### src/rtl/conv_tile_sequencer.sv
// Convolution tile sequencer: weight load, IA streaming, pipeline flush and write-back per tile.
// Optional perf_cycles counter is enabled by defining SEQ_PERF_CNT_EN.
//
// state  | meaning
// IDLE   | waiting for start, descriptor latched on acceptance
// LD_WTS | reading num_wts weight words from the ROM
// STREAM | reading ia_len IA words, then next pass or flush
// FLUSH  | ADDER_LAT+1 cycles until the last accumulate has fired
// WRBACK | route accumulator to output RAM at latched out_addr
// DONE   | one-cycle completion pulse
module conv_tile_sequencer #(
    parameter int WTS_ADDR_W = 4,
    parameter int IA_ADDR_W  = 11,
    parameter int OUT_ADDR_W = 5,
    parameter int PASS_W     = 4,
    parameter int ADDER_LAT  = 3
) (
    input  logic                  clock,
    input  logic                  reset,
    input  logic                  start,
    input  logic [WTS_ADDR_W:0]   num_wts,
    input  logic [IA_ADDR_W-1:0]  ia_base,
    input  logic [IA_ADDR_W:0]    ia_len,
    input  logic [PASS_W-1:0]     num_passes,
    input  logic [OUT_ADDR_W-1:0] out_addr,
    output logic                  busy,
    output logic                  done,
    output logic                  enable_wts_rom,
    output logic [WTS_ADDR_W-1:0] wts_bram_addr,
    output logic                  wts_rf_enable,
    output logic                  enable_ia_ram,
    output logic [IA_ADDR_W-1:0]  address_ia,
    output logic                  adder_enable,
    output logic                  accumulator_reset,
    output logic                  accumulator_enable,
    output logic                  accum_data_select,
    output logic [OUT_ADDR_W-1:0] ram_address
`ifdef SEQ_PERF_CNT_EN
    ,
    output logic [31:0]           perf_cycles
`endif
);

    localparam int CNT_W = ((IA_ADDR_W > WTS_ADDR_W) ? IA_ADDR_W : WTS_ADDR_W) + 1;

    typedef enum logic [2:0] {IDLE, LD_WTS, STREAM, FLUSH, WRBACK, DONE} state_t;

    state_t                state;
    logic [CNT_W-1:0]      cnt;
    logic [PASS_W-1:0]     pass_cnt;
    logic [PASS_W-1:0]     l_passes_m1;
    logic [WTS_ADDR_W:0]   l_num_wts;
    logic [IA_ADDR_W-1:0]  l_ia_base;
    logic [IA_ADDR_W:0]    l_ia_len;
    logic [OUT_ADDR_W-1:0] l_out_addr;
    logic [ADDER_LAT-1:0]  acc_dly;

    assign accumulator_enable = acc_dly[ADDER_LAT-1];

    always_ff @(posedge clock) begin
        if (reset) begin
            state             <= IDLE;
            cnt               <= '0;
            pass_cnt          <= '0;
            l_passes_m1       <= '0;
            l_num_wts         <= '0;
            l_ia_base         <= '0;
            l_ia_len          <= '0;
            l_out_addr        <= '0;
            acc_dly           <= '0;
            busy              <= 1'b0;
            done              <= 1'b0;
            enable_wts_rom    <= 1'b0;
            wts_bram_addr     <= '0;
            wts_rf_enable     <= 1'b0;
            enable_ia_ram     <= 1'b0;
            address_ia        <= '0;
            adder_enable      <= 1'b0;
            accumulator_reset <= 1'b0;
            accum_data_select <= 1'b0;
            ram_address       <= '0;
        end else begin
            accumulator_reset <= 1'b0;
            accum_data_select <= 1'b0;
            done              <= 1'b0;
            enable_wts_rom    <= 1'b0;
            enable_ia_ram     <= 1'b0;
            // Delay lines free-run so in-flight data drains through state changes.
            wts_rf_enable     <= enable_wts_rom;
            adder_enable      <= enable_ia_ram;
            acc_dly[0]        <= adder_enable;
            for (int i = 1; i < ADDER_LAT; i++)
                acc_dly[i] <= acc_dly[i-1];

            case (state)
                IDLE: begin
                    if (start) begin
                        l_num_wts         <= num_wts;
                        l_ia_base         <= ia_base;
                        l_ia_len          <= ia_len;
                        l_out_addr        <= out_addr;
                        l_passes_m1       <= (num_passes == '0) ? '0 : num_passes - PASS_W'(1);
                        pass_cnt          <= '0;
                        accumulator_reset <= 1'b1;
                        busy              <= 1'b1;
                        if (num_wts != '0) begin
                            state          <= LD_WTS;
                            enable_wts_rom <= 1'b1;
                            wts_bram_addr  <= '0;
                            cnt            <= CNT_W'(num_wts) - CNT_W'(1);
                        end else if (ia_len != '0) begin
                            state         <= STREAM;
                            enable_ia_ram <= 1'b1;
                            address_ia    <= ia_base;
                            cnt           <= CNT_W'(ia_len) - CNT_W'(1);
                        end else begin
                            state <= FLUSH;
                            cnt   <= CNT_W'(ADDER_LAT);
                        end
                    end
                end
                LD_WTS: begin
                    if (cnt != '0) begin
                        enable_wts_rom <= 1'b1;
                        wts_bram_addr  <= wts_bram_addr + WTS_ADDR_W'(1);
                        cnt            <= cnt - CNT_W'(1);
                    end else if (l_ia_len != '0) begin
                        state         <= STREAM;
                        enable_ia_ram <= 1'b1;
                        address_ia    <= l_ia_base;
                        cnt           <= CNT_W'(l_ia_len) - CNT_W'(1);
                    end else begin
                        state <= FLUSH;
                        cnt   <= CNT_W'(ADDER_LAT);
                    end
                end
                STREAM: begin
                    if (cnt != '0) begin
                        enable_ia_ram <= 1'b1;
                        address_ia    <= address_ia + IA_ADDR_W'(1);
                        cnt           <= cnt - CNT_W'(1);
                    end else if (pass_cnt != l_passes_m1) begin
                        pass_cnt <= pass_cnt + PASS_W'(1);
                        if (l_num_wts != '0) begin
                            state          <= LD_WTS;
                            enable_wts_rom <= 1'b1;
                            wts_bram_addr  <= '0;
                            cnt            <= CNT_W'(l_num_wts) - CNT_W'(1);
                        end else begin
                            enable_ia_ram <= 1'b1;
                            address_ia    <= l_ia_base;
                            cnt           <= CNT_W'(l_ia_len) - CNT_W'(1);
                        end
                    end else begin
                        state <= FLUSH;
                        cnt   <= CNT_W'(ADDER_LAT);
                    end
                end
                FLUSH: begin
                    if (cnt != '0) begin
                        cnt <= cnt - CNT_W'(1);
                    end else begin
                        state             <= WRBACK;
                        accum_data_select <= 1'b1;
                        ram_address       <= l_out_addr;
                    end
                end
                WRBACK: begin
                    state <= DONE;
                    done  <= 1'b1;
                    busy  <= 1'b0;
                end
                default: state <= IDLE;
            endcase
        end
    end

`ifdef SEQ_PERF_CNT_EN
    // Counts every non-idle cycle including DONE, then holds until the next accepted start.
    always_ff @(posedge clock) begin
        if (reset)
            perf_cycles <= '0;
        else if (state == IDLE) begin
            if (start)
                perf_cycles <= '0;
        end else if (perf_cycles != '1)
            perf_cycles <= perf_cycles + 32'd1;
    end
`endif

endmodule

### config.mk
export PLATFORM = sky130hd
export DESIGN_NAME = conv_tile_sequencer
export DESIGN_NICKNAME = d
export VERILOG_FILES = /design/src/rtl/conv_tile_sequencer.sv
export SDC_FILE = /design/constraint.sdc
export NUM_CORES = 1
export LEC_CHECK = 0
export ABC_AREA = 1
export CAP_MARGIN = 20
export CORE_ASPECT_RATIO = 1.2
export CORE_MARGIN = 2
export CORE_UTILIZATION = 60
export DETAILED_ROUTE_END_ITERATION = 10
export GPL_TIMING_DRIVEN = 0
export PLACE_DENSITY = 0.87
export SYNTH_ARGS = -nofsm -noshare
export SYNTH_HDL_FRONTEND = slang
export SYNTH_SLANG_ARGS = --single-unit
### constraint.sdc
create_clock -name clock -period 4.83 [get_ports clock]
set_input_delay 0.483 -clock clock [delete_from_list [all_inputs] [get_ports clock]]
set_output_delay 0.483 -clock clock [all_outputs]
set_load 0.05 [all_outputs]
==> metrics.txt <==
Internal Power=~1900 uW; register bit total from synthesis=87; port bufs=68; VDD IR max=approximately 0.00033 V; register area share after synthesis=0.327; Yosys top cell by area=dfxtp_1; Clk pin slew, worst setup/hold paths=0.10 ns; Slew HR=0.557; Area growth syn-to-layout=19.2%; Synth top area share=0.327; die area=0.00964 mm2; postcts setup bufs=0; Clk pwr share=0.132; DRC Markers=0; Final Core Density=0.736; Sink Count=87; largest net degree at the start of global routing=16; Final Critical Period=2.48 ns; nets@finish=just over 900; Resize count post-CTS=0; Final setup viols=0; most frequent cells in the layout=nand2_1 (187), a21oi_1 (92), dfxtp_1 (87); Final Hold Fails=0; critical path launch point type=primary input; final antenna-violating net count=0; drt pass-1 iters=7; Max stage delay cell, worst path=clkdlybuf4s50_1; LEAKAGE=0.00267 uW; Post-Syn Area per Cell=6.71 um2; Die X=90.0 um; Clock Path Buffers=2; most common cell after layout, fill and taps aside=nand2_1; Die Ht=107 um; setup TNS=0 ns; TritonCTS clock tree=done; Initial Utilization=0.618; WL per Instance=15.5 um; hold_buf cts=0; mapped cell area=0.00532 mm2; top post-synthesis cells by area=dfxtp_1 (33%), nand2_1 (13%), a21oi_1 (8.7%); Root Buffer=clkbuf_8; CP required=5.14 ns; largest stage delay on the critical path=between 0.5 and 0.6 ns; crit end category=register; Sequential Power Share=0.271; initial drt markers=406; number of global-route vias before repair=5510; NetSw=1990 uW; share of cells above drive strength 1=0.100; WL final=15400 um; Crit Path Max Fanout=10; CP most frequent cell=inv_1; maxcap violations=0; cell breakdown of the critical path=clkdlybuf4s50_1, inv_1, ha_1, nand2_1, nor3_1, nor2_2, inv_1, o21ai_0, nand3_1, a21oi_1; cts bufs inserted=9; Worst-Margin Slew=0.664 ns; routability cong.=about 0.95; Buf/Inv on CP=3; H-tree Lvls=3; HP Class=register to register; crit-path leading delay family=buffers and inverters; sw frac=0.514; first-pass GRT wire length=24700 um; Worst Path Arrival=2.79 ns; row count=37; yosys warns=0; GR Util All Layers=0.319; unrepaired setup endpoints after global routing=false; Setup Skew=between 0.007 and 0.008 ns; Post-Syn Nets=841; post-DP HPWL=11800 um; Cell variety after synth=39; Slew Limit Fails=0; Pwr per Cell Area=610 mW/mm2; period utilization=0.514; I/O pins=69; Vias=roughly 5700; antenna violations before repair=0; outcome=finished clean; combinational share of power=0.597; Core Area=between 0.008 and 0.009 mm2; CP Class=primary input to register; FMAX=0.403 GHz; GR Overflow Total=0; n_diodes=0; Mapped Cells=793; vias per cell=5.69; Worst-Skew Late Latency=0.38 ns
## final timing paths
| path | start | endpoint | slack (ns) | depth (start not counted) |
|---|---|---|---|---|
| worst max-delay path | ia_len[0] | cnt[10] | 2.35 | 10 |
| worst max register to register | cnt[0] | cnt[7] | 2.70 | 11 |
| worst min register to register | acc_dly[1] | acc_dly[2] | 0.41 | 2 |
| worst min-delay path | acc_dly[1] | acc_dly[2] | 0.41 | 2 |
## logic make-up (layout without fill, tap and decap cells)
| kind of cell | count (synthesis) | in the layout | share of synthesized area |
|---|---|---|---|
| flip-flops | 87 | 87 | 0.327 |
| AND/OR/NAND/NOR | 375 | 375 | 0.335 |
| XOR/XNOR | 33 | 33 | 0.0543 |
| buffers and inverters | 121 | 205 | 0.0964 |
| AO/OA/AOI/OAI | 169 | 169 | 0.168 |
| adder cells (fa/ha/maj) | 8 | 8 | 0.0188 |
## worst reg2reg max path: stages, from the launching register on
cell and delay (ns):
dfxtp_1 0.35, inv_1 0.09, ha_1 0.28, nand3_4 0.13, nor2_2 0.16, nand2_4 0.11
nand2_1 0.24, nand3_4 0.15, nand2_1 0.11, nand3_1 0.08, o21ai_1 0.22, a21oi_1 0.09
## per-layer routing
layer,wire length (um),global-route usage,vias to the layer above,part of all wire
met5,0,0,-,0
met4,887,0.214,0,0.057
met3,954,0.0576,65,0.062
met2,7690,0.577,244,0.50
met1,5910,0.341,2610,0.38
li1,-,-,2736,-
## cells in the mapped netlist
| cell type | instances |
|---|---|
| nand3_2 | 3 |
| or2_2 | 3 |
| nand3_4 | 4 |
| buf_8 | 1 |
| a211oi_1 | 2 |
| a211oi_2 | 1 |
| dfxtp_1 | 87 |
| nor3_2 | 4 |
| o21ai_1 | 14 |
| a21oi_2 | 2 |
| a31oi_1 | 5 |
| buf_2 | 8 |
| buf_6 | 4 |
| xnor2_1 | 10 |
| nand2_4 | 5 |
| xor2_1 | 23 |
| a22o_1 | 2 |
| clkbuf_1 | 11 |
| nor2_2 | 6 |
| nand3_1 | 54 |
| nor3b_2 | 1 |
| nor3_1 | 8 |
| inv_1 | 83 |
| inv_4 | 3 |
| o2111ai_1 | 1 |
| nand4_4 | 1 |
| o21ai_0 | 47 |
| ha_1 | 8 |
| nor2_4 | 9 |
| inv_2 | 10 |
| o21ai_2 | 1 |
| nand2_1 | 187 |
| nand2_2 | 7 |
| clkinv_1 | 1 |
| a21oi_1 | 92 |
| nor2_1 | 72 |
| nand4_1 | 11 |
| o31ai_1 | 1 |
| o211ai_1 | 1 |
## metrics by stage
stage / hold WS [ns] / setup WS (ns) / instance area [um2] / std cells / total power [uW]
2_1_floorplan: 0.388 / 2.85 / 5320 / 793 / 2730
6_report: 0.411 / 2.35 / 6340 / 994 / 3870
3_3_place_gp: 0.392 / 2.05 / 6150 / 978 / 3270
4_1_cts: 0.411 / 2.41 / 6340 / 994 / 3830
5_1_grt: 0.432 / 2.22 / 6340 / 994 / 4130
3_5_place_dp: 0.399 / 2.02 / 6150 / 978 / 3310
## flip-flops by register name, indices dropped and copies added (netlist names)
signal / flops
acc_dly: 3
accum_data_select: 1
accumulator_reset: 1
adder_enable: 1
address_ia: 11
busy: 1
cnt: 12
done: 1
enable_ia_ram: 1
enable_wts_rom: 1
l_ia_base: 11
l_ia_len: 12
l_num_wts: 5
l_out_addr: 5
l_passes_m1: 4
pass_cnt: 4
ram_address: 5
state: 3
wts_bram_addr: 4
wts_rf_enable: 1
## power by group through the flow
stage | logic (uW) | registers (uW) | clock network (uW)
CTS | 2270 | 1050 | 509
global placement | 2210 | 1050 | 0
finish | 2310 | 1050 | 509
detailed placement | 2250 | 1060 | 0
global route | 2520 | 1070 | 538
floorplan | 1560 | 1170 | 0
## cell type report
class	instances	area, um2
Sequential cell	87	1740
Clock buffer	12	155
Multi-Input combinational cell	585	3060
Tap cell	117	146
Timing Repair Buffer	68	681
Fill cell	720	2270
Inverter	97	372
Buffer	24	141
Clock inverter	4	37.5
Note: power is estimated with default switching activity, not from simulation.
